--- config.mk ---
export PLATFORM = sky130hd
export DESIGN_NAME = vga_timing_gen
export DESIGN_NICKNAME = d
export VERILOG_FILES = /design/src/rtl/vga_pkg.sv /design/src/rtl/pix_tick_gen.sv /design/src/rtl/vga_timing_gen.sv
export SDC_FILE = /design/constraint.sdc
export NUM_CORES = 1
export LEC_CHECK = 0
export BUFFER_PORTS_ARGS = -buffer_cell sky130_fd_sc_hd__buf_4
export CORE_MARGIN = 4
export CORE_UTILIZATION = 50
export CTS_CLUSTER_SIZE = 16
export DETAILED_ROUTE_END_ITERATION = 16
export PLACE_DENSITY = 0.71
export SETUP_SLACK_MARGIN = 0.3
export SYNTH_ARGS = -nofsm -noshare
export SYNTH_HDL_FRONTEND = slang
export SYNTH_SLANG_ARGS = --single-unit
--- constraint.sdc ---
create_clock -name clk -period 3.8 [get_ports clk]
set_clock_uncertainty 0.15 [all_clocks]
set_input_delay 0.76 -clock clk [delete_from_list [all_inputs] [get_ports clk]]
set_output_delay 0.76 -clock clk [all_outputs]
set_load 0.01 [all_outputs]
--- src/rtl/vga_pkg.sv ---
// Shared timing constants and phase enums for the 640x480 @ 60 Hz raster.
// The colour width is kept here so the pixel generators and the timing
// generator agree on one definition.
package vga_pkg;

   localparam int VGA_H_ACTIVE = 640;
   localparam int VGA_H_FRONT  = 16;
   localparam int VGA_H_SYNC   = 96;
   localparam int VGA_H_BACK   = 48;
   localparam int VGA_H_TOTAL  = VGA_H_ACTIVE + VGA_H_FRONT + VGA_H_SYNC + VGA_H_BACK;

   localparam int VGA_V_ACTIVE = 480;
   localparam int VGA_V_FRONT  = 10;
   localparam int VGA_V_SYNC   = 2;
   localparam int VGA_V_BACK   = 33;
   localparam int VGA_V_TOTAL  = VGA_V_ACTIVE + VGA_V_FRONT + VGA_V_SYNC + VGA_V_BACK;

   localparam int VGA_CLK_DIV  = 1;

   localparam int COLOR_W      = 6;

   typedef enum logic [1:0] {
      H_ACT,
      H_FP,
      H_SYN,
      H_BP
   } h_phase_t;

   typedef enum logic [1:0] {
      V_ACT,
      V_FP,
      V_SYN,
      V_BP
   } v_phase_t;

endpackage

--- src/rtl/pix_tick_gen.sv ---
// Pixel-rate divider: produces a one-clock tick every CLK_DIV system clocks.
// With CLK_DIV = 1 the tick is permanently high and clk is the pixel clock.
module pix_tick_gen #(
   parameter int CLK_DIV = 1
) (
   input  logic clk,
   input  logic rst_n,
   output logic tick
);

   localparam int DIV_W = (CLK_DIV > 1) ? $clog2(CLK_DIV) : 1;
   localparam logic [DIV_W-1:0] DIV_LAST = DIV_W'(CLK_DIV - 1);

   logic [DIV_W-1:0] div;

   // Divider counts 0..CLK_DIV-1 and wraps, restarting from 0 on reset.
   always_ff @(posedge clk or negedge rst_n) begin
      if (!rst_n) begin
         div <= '0;
      end else if (div == DIV_LAST) begin
         div <= '0;
      end else begin
         div <= div + 1'b1;
      end
   end

   assign tick = (div == DIV_LAST);

endmodule

--- src/rtl/vga_timing_gen.sv ---
// Raster timing generator: walks col/row over the full frame, tracks the
// horizontal and vertical phases with small FSMs, and registers every output
// on the same edge so that coordinates, valid and syncs describe one pixel.
module vga_timing_gen
   import vga_pkg::*;
#(
   parameter int CLK_DIV  = VGA_CLK_DIV,
   parameter int H_ACTIVE = VGA_H_ACTIVE,
   parameter int H_FRONT  = VGA_H_FRONT,
   parameter int H_SYNC   = VGA_H_SYNC,
   parameter int H_BACK   = VGA_H_BACK,
   parameter int V_ACTIVE = VGA_V_ACTIVE,
   parameter int V_FRONT  = VGA_V_FRONT,
   parameter int V_SYNC   = VGA_V_SYNC,
   parameter int V_BACK   = VGA_V_BACK
) (
   input  logic       clk,
   input  logic       rst_n,
   output logic [9:0] col,
   output logic [9:0] row,
   output logic       valid,
   output logic       hsync,
   output logic       vsync,
   output logic       frame_start,
   output logic [7:0] frame_count
);

   localparam logic [9:0] H_FP_START  = 10'(H_ACTIVE);
   localparam logic [9:0] H_SYN_START = 10'(H_ACTIVE + H_FRONT);
   localparam logic [9:0] H_BP_START  = 10'(H_ACTIVE + H_FRONT + H_SYNC);
   localparam logic [9:0] H_LAST      = 10'(H_ACTIVE + H_FRONT + H_SYNC + H_BACK - 1);

   localparam logic [9:0] V_FP_START  = 10'(V_ACTIVE);
   localparam logic [9:0] V_SYN_START = 10'(V_ACTIVE + V_FRONT);
   localparam logic [9:0] V_BP_START  = 10'(V_ACTIVE + V_FRONT + V_SYNC);
   localparam logic [9:0] V_LAST      = 10'(V_ACTIVE + V_FRONT + V_SYNC + V_BACK - 1);

   logic       tick;
   logic       line_end;
   logic [9:0] col_nxt;
   logic [9:0] row_nxt;
   h_phase_t   h_state;
   h_phase_t   h_nxt;
   v_phase_t   v_state;
   v_phase_t   v_nxt;

   pix_tick_gen #(
      .CLK_DIV (CLK_DIV)
   ) u_tick (
      .clk   (clk),
      .rst_n (rst_n),
      .tick  (tick)
   );

   // Next position and next phase, evaluated as if this edge were a tick;
   // the registered outputs below are decoded from these values.
   always_comb begin
      line_end = (col == H_LAST);
      col_nxt  = line_end ? '0 : col + 10'd1;
      row_nxt  = row;
      h_nxt    = h_state;
      v_nxt    = v_state;

      case (h_state)
         H_ACT:   if (col_nxt == H_FP_START)  h_nxt = H_FP;
         H_FP:    if (col_nxt == H_SYN_START) h_nxt = H_SYN;
         H_SYN:   if (col_nxt == H_BP_START)  h_nxt = H_BP;
         default: if (col_nxt == '0)          h_nxt = H_ACT;
      endcase

      if (line_end) begin
         row_nxt = (row == V_LAST) ? '0 : row + 10'd1;
         case (v_state)
            V_ACT:   if (row_nxt == V_FP_START)  v_nxt = V_FP;
            V_FP:    if (row_nxt == V_SYN_START) v_nxt = V_SYN;
            V_SYN:   if (row_nxt == V_BP_START)  v_nxt = V_BP;
            default: if (row_nxt == '0)          v_nxt = V_ACT;
         endcase
      end
   end

   // Position, phase FSMs and decoded outputs all advance together on a tick;
   // reset parks everything on the last pixel so the first tick shows (0,0).
   always_ff @(posedge clk or negedge rst_n) begin
      if (!rst_n) begin
         col         <= H_LAST;
         row         <= V_LAST;
         h_state     <= H_BP;
         v_state     <= V_BP;
         valid       <= 1'b0;
         hsync       <= 1'b1;
         vsync       <= 1'b1;
         frame_start <= 1'b0;
         frame_count <= '0;
      end else if (tick) begin
         col         <= col_nxt;
         row         <= row_nxt;
         h_state     <= h_nxt;
         v_state     <= v_nxt;
         valid       <= (h_nxt == H_ACT) && (v_nxt == V_ACT);
         hsync       <= (h_nxt != H_SYN);
         vsync       <= (v_nxt != V_SYN);
         frame_start <= (col_nxt == '0) && (row_nxt == '0);
         if ((col_nxt == '0) && (row_nxt == '0)) begin
            frame_count <= frame_count + 8'd1;
         end
      end else begin
         frame_start <= 1'b0;
      end
   end

endmodule

== After elaboration in Yosys (flattened, before gate mapping) ==
Cells that the tools add are included.
W data, S select, Z words.
Word-level totals
  register bits: 37
  input port bits: 2
  output and inout bits: 32
  word-level logic and storage cells: 55
Operators by class
  $add $sub $neg: 4
  equality and inequality tests: 14
  mux-type cells: 16
  bitwise gates (word level): 1
  reduce and logical (&&, ||, !) cells: 10
Operators by type and width (number)
  $eq A10 B10 Y1 const B: 5
  $eq A10 B9 Y1 const B: 3
  $logic_not A10 Y1: 3
  $mux W10: 3
  $add A10 B1 Y10 const B: 2
  $mux W2: 9
  $pmux W2 S3: 2
  $add A8 B1 Y8 const B: 1
  $logic_not A2 Y1: 4
  $eq A2 B1 Y1 const B: 2
  $eq A2 B2 Y1 const B: 2
  $ne A2 B2 Y1 const B: 2
  $logic_and A1 B1 Y1: 2
  $mux W1: 2
  $reduce_and A2 Y1: 1
  $add A1 B1 Y1 const B: 1
  $not A1 Y1: 1

== Longest topological paths before layout ==
  depth after elaboration: 8
  mapped depth: 12
  depth with buffers taken out: 9

== Modules after synthesis ==
Synthesis repeated with hierarchy kept, for this count alone.
Unflattened totals
  cell total of the unflattened synthesis: 299
  area, all modules: 2645.0 um^2
By module, submodules not included
  vga_timing_gen: instances 1, cells an instance 297, area an instance 2633.8 um^2, seq. area each 920.9 um^2
  pix_tick_gen: instances 1, cells an instance 2, area an instance 11.3 um^2, seq. area each 0.0 um^2

== Worst setup path before layout ==
No wires, ideal clock.
  path type: register -> register
  start: reg row[0]
  end: reg frame_count[6]
  setup time: 79 ps
  arrival: 2817 ps
  data required time: 3571 ps
  setup slack: 754 ps
  stages on the path, launching flop included: 13
  buffers on the path: 3
  period minus slack after synthesis: 3046 ps
  cell sequence: dfrtp_1 -> clkbuf_1 -> inv_1 -> ha_1 -> nand4bb_1 -> or3_1 -> buf_2 -> a21oi_1 -> nor3_1 -> or4b_1 -> buf_2 -> nor4_4 -> xor2_1
Between the ends
  word-level cells in the longest chain between the ends: 6
  elaborated cells on any way between the ends: 7
  those cells by class: add/sub: 1; eq/ne: 1; mux: 2; reduce/logical: 3
Ends and longest elaborated chain
  start: declaration: line vga_timing_gen.sv:20  | output logic [9:0] row,
  start signal: assignment: line vga_timing_gen.sv:97  | row <= row_nxt;
  $add A10 B1 Y10 / $eq A10 B10 Y1 (equally long branches): line vga_timing_gen.sv:72  | row_nxt = (row == V_LAST) ? '0 : row + 10'd1;
  $mux W10: line vga_timing_gen.sv:72
  $mux W10 (*): line vga_timing_gen.sv:71  | if (line_end) begin
  $logic_not A10 Y1 (*): line vga_timing_gen.sv:104  | if ((col_nxt == '0) && (row_nxt == '0)) begin
  $logic_and A1 B1 Y1 (*): line vga_timing_gen.sv:104
  $reduce_and A2 Y1 (no line) (*)
  end signal: assignment: line vga_timing_gen.sv:105  | frame_count <= frame_count + 8'd1;
  end: declaration: line vga_timing_gen.sv:25  | output logic [7:0] frame_count
Every way passes the cells marked *; elsewhere a longest branch is shown, timed or not.
A chain may end at the register's enable or synchronous reset.

== Worst setup path in the final report ==
  start: reg col[0]
  end: reg frame_count[6]
Between the ends
  word-level cells in the longest chain between the ends: 5
  elaborated cells on any way between the ends: 8
  those cells by class: add/sub: 1; eq/ne: 1; mux: 2; reduce/logical: 4
Ends and longest elaborated chain
  start: declaration: line vga_timing_gen.sv:19  | output logic [9:0] col,
  start signal: assignment: line vga_timing_gen.sv:96  | col <= col_nxt;
  $add A10 B1 Y10 / $eq A10 B10 Y1 (equally long branches): line vga_timing_gen.sv:59, vga_timing_gen.sv:58
  $mux W10 (on tied branches): line vga_timing_gen.sv:59, vga_timing_gen.sv:71
  $logic_not A10 Y1: line vga_timing_gen.sv:104
  $logic_and A1 B1 Y1 (*): line vga_timing_gen.sv:104
  $reduce_and A2 Y1 (no line) (*)
Marked as above.

==> impl_metrics.csv <==
group,metric,value,unit
yosys,synth_area_leaders,"dfrtp_1, dfstp_2, xor2_1",
yosys,avgSynthCellArea,8.96,µm²
global_routing,grt_use_total,19.3,%
pwr,max-vdd-ir-drop,200,µV
timing,setup_viol,0,
pwr,leakage,1.13,nW
layout,diodes,0,
worst_setup_path,critPathKind,"flop to flop",
worst_setup_path,reg2reg_depth,8,
yosys,synthArstFlopShare,100,%
routing,wl_per_cell,15.4,µm
global_routing,grt_max_degree,37,
global_routing,antenna_found_initial,0,
clock_tree,insertion_delay,290,ps
worst_setup_path,r2r_slack,490,ps
yosys,synth_enable_flop_cells,0,
timing,report.final.slew_viol_count,0,
worst_setup_path,cp-end-kind,"flop",
timing,tns,0,ps
place,dp.cells,359,
floorplanning,die_h,78.1,µm
yosys,yosys_most_used_dff,"dfrtp_1",
floorplanning,core_area,0.00475,mm²
timing,final.period_utilization,87.0,%
routing,drc_errors,0,
clock_tree,cts_max_level,2,
routing,drt-initial-drc-count,146,
yosys,synth_area,0.00246,mm²
clock_tree,post_cts_resized,0,
clock_tree,clk_path_buf_depth,2,
yosys,synth_top_area_cell,"dfrtp_1",
place,port_buffers,33,
clock_tree,numCtsBuffers,5,
layout,final_common_cell,"buf_4",
routing,vias,2126,
floorplanning,io_pins,34,
floorplanning,die_x,78.1,µm
worst_setup_path,r2r_start,"col[0]",
timing,timing.fmax,302,MHz
yosys,syn_inst,274,
clock_tree,hold_buffers,0,
place,gp_congestion,0.918,
global_routing,grt_pass1_wl,9490,µm
routing,highest_layer,"met4",
worst_hold_path,min_path_type,"input pin to async pin",
pwr,powerDensity,233,mW/mm²
timing,rsz0062_at_grt,"false",
worst_setup_path,cp_data_arrival_time,3370,ps
layout,nNetsFinal,305,
yosys,synth-seq-cells,36,
clock_tree,cts_tree,"yes",
routing,viasPerCell,5.79,
floorplanning,die_area,0.00610,mm²
layout,fin_util,59.0,%
worst_setup_path,worstPathMaxFanout,13,
layout,layout-drive-gt1-share,25.3,%
job,cap_viol_max_count,0,
worst_setup_path,cp_data_required_time,3860,ps
yosys,synth_fp_nets,280,
yosys,ys_seq_area_share,37.5,%
floorplanning,start_util,51.7,%
routing,antenna_left,0,
outcome,outcome,"finished clean",
yosys,synth.distinct_cells,60,
timing,final_hold_viol_count,0,
clock_tree,clk_pin_slew,70,ps
worst_setup_path,cp-start-kind,"flop",
routing,drt_wl_total,5650,µm
floorplanning,rows,25,
yosys,ys.warnings.count,0,
clock_tree,cts-root-buf,"clkbuf_8",
timing,worst_pin_slew,463,ps
routing,wirelength_met1,2590,µm
global_routing,grt_overflow,0,
timing,slew_headroom,68.9,%
layout,most-common-layout-cells,"buf_4, nand2_1, dfrtp_1",
routing,first_pass_iters,4,
global_routing,first_global_vias,2010,
layout,final_cells,367,
yosys,synth_top_area_share,20.4,%
routing,dr_wl_met2,2710,µm
layout,area_delta_synth_final,14.2,%
clock_tree,cts_setup_buffers,0,
place,hpwl,4180,µm
timing,min_period,3310,ps
worst_setup_path,r2r_end,"frame_count[6]",
routing,met3RoutedLength,301,µm
clock_tree,cts.sinks,36,
## metrics by stage
step	setup WS, ps	area, µm²	hold slack, ps	power (mW)
after detailed placement	329	2720	308	0.399
after global placement	429	2720	306	0.399
after global routing	283	2810	298	0.678
final	492	2810	264	0.652
after CTS	305	2800	282	0.659
after floorplan	754	2460	314	0.391
## report_power, final
part | switching [mW] | total (mW) | internal [mW]
Combinational | 0.00711 | 0.00781 | 0.000695
Sequential | 0 | 0.384 | 0.384
Clock | 0.132 | 0.260 | 0.129
Total | 0.139 | 0.652 | 0.513
## state kept, by name (all words and copies together), names as in the netlist
signal,cells
v_state,2
hsync,1
col,10
h_state,2
frame_start,1
valid,1
vsync,1
frame_count,8
row,10
## worst max-delay path by stage
| stage | startpoint | end | slack [ps] | cells past startpoint |
|---|---|---|---|---|
| floorplan | row[0] | frame_count[6] | 750 | 12 |
| global placement | col[0] | frame_count[6] | 430 | 8 |
| detailed placement | col[0] | frame_count[6] | 330 | 8 |
| CTS | col[0] | frame_count[6] | 310 | 8 |
| global route | row[0] | frame_count[4] | 280 | 9 |
| finish | col[0] | frame_count[6] | 490 | 8 |
## synth_stat cells, types with 3 or more instances
master,n
a21o_1,3
a21oi_1,8
a31oi_1,8
and3_1,6
buf_2,9
buf_6,3
clkbuf_1,8
dfrtp_1,20
dfstp_2,16
ha_1,4
inv_1,7
nand2_1,20
nand2b_1,4
nand3_1,16
nand4_1,6
nor2_1,18
nor3_1,16
nor3_2,3
nor4_1,3
o21ai_0,13
o31ai_1,3
or3_1,6
or4_1,4
xnor2_1,10
xor2_1,12
## area by class of cell
cell class,count,area (µm²)
well taps,67,83.8
fillers,452,1950
clock buffers,7,76.3
inverters,7,26.3
multi-input cells,210,1400
flip-flops and latches,36,921
repair buffers,39,293
clock inverters,1,5.00
## kinds of logic after synthesis
group,after synthesis,share of synthesized area [%]
adder cells (fa/ha/maj),4,2.04
flip-flops,36,37.5
AO/OA/AOI/OAI,57,15.6
XOR/XNOR,22,7.84
AND/OR/NAND/NOR,123,29.5
buffers and inverters,28,5.81
multiplexers,4,1.73
## worst max-delay path: stages (launching register included)
cell,delay (ps)
dfstp_2,560
ha_1,260
and4_2,360
and3_2,350
a21oi_2,90
or3_1,380
or4_1,600
nor4_4,320
xor2_1,160
## routing by layer
layer,global-route usage (%),vias up
met5,0,-
met4,5.07,0
met3,4.01,7
met2,31.8,64
met1,26.1,997
li1,-,1058
(Power assumes the default switching activity.)
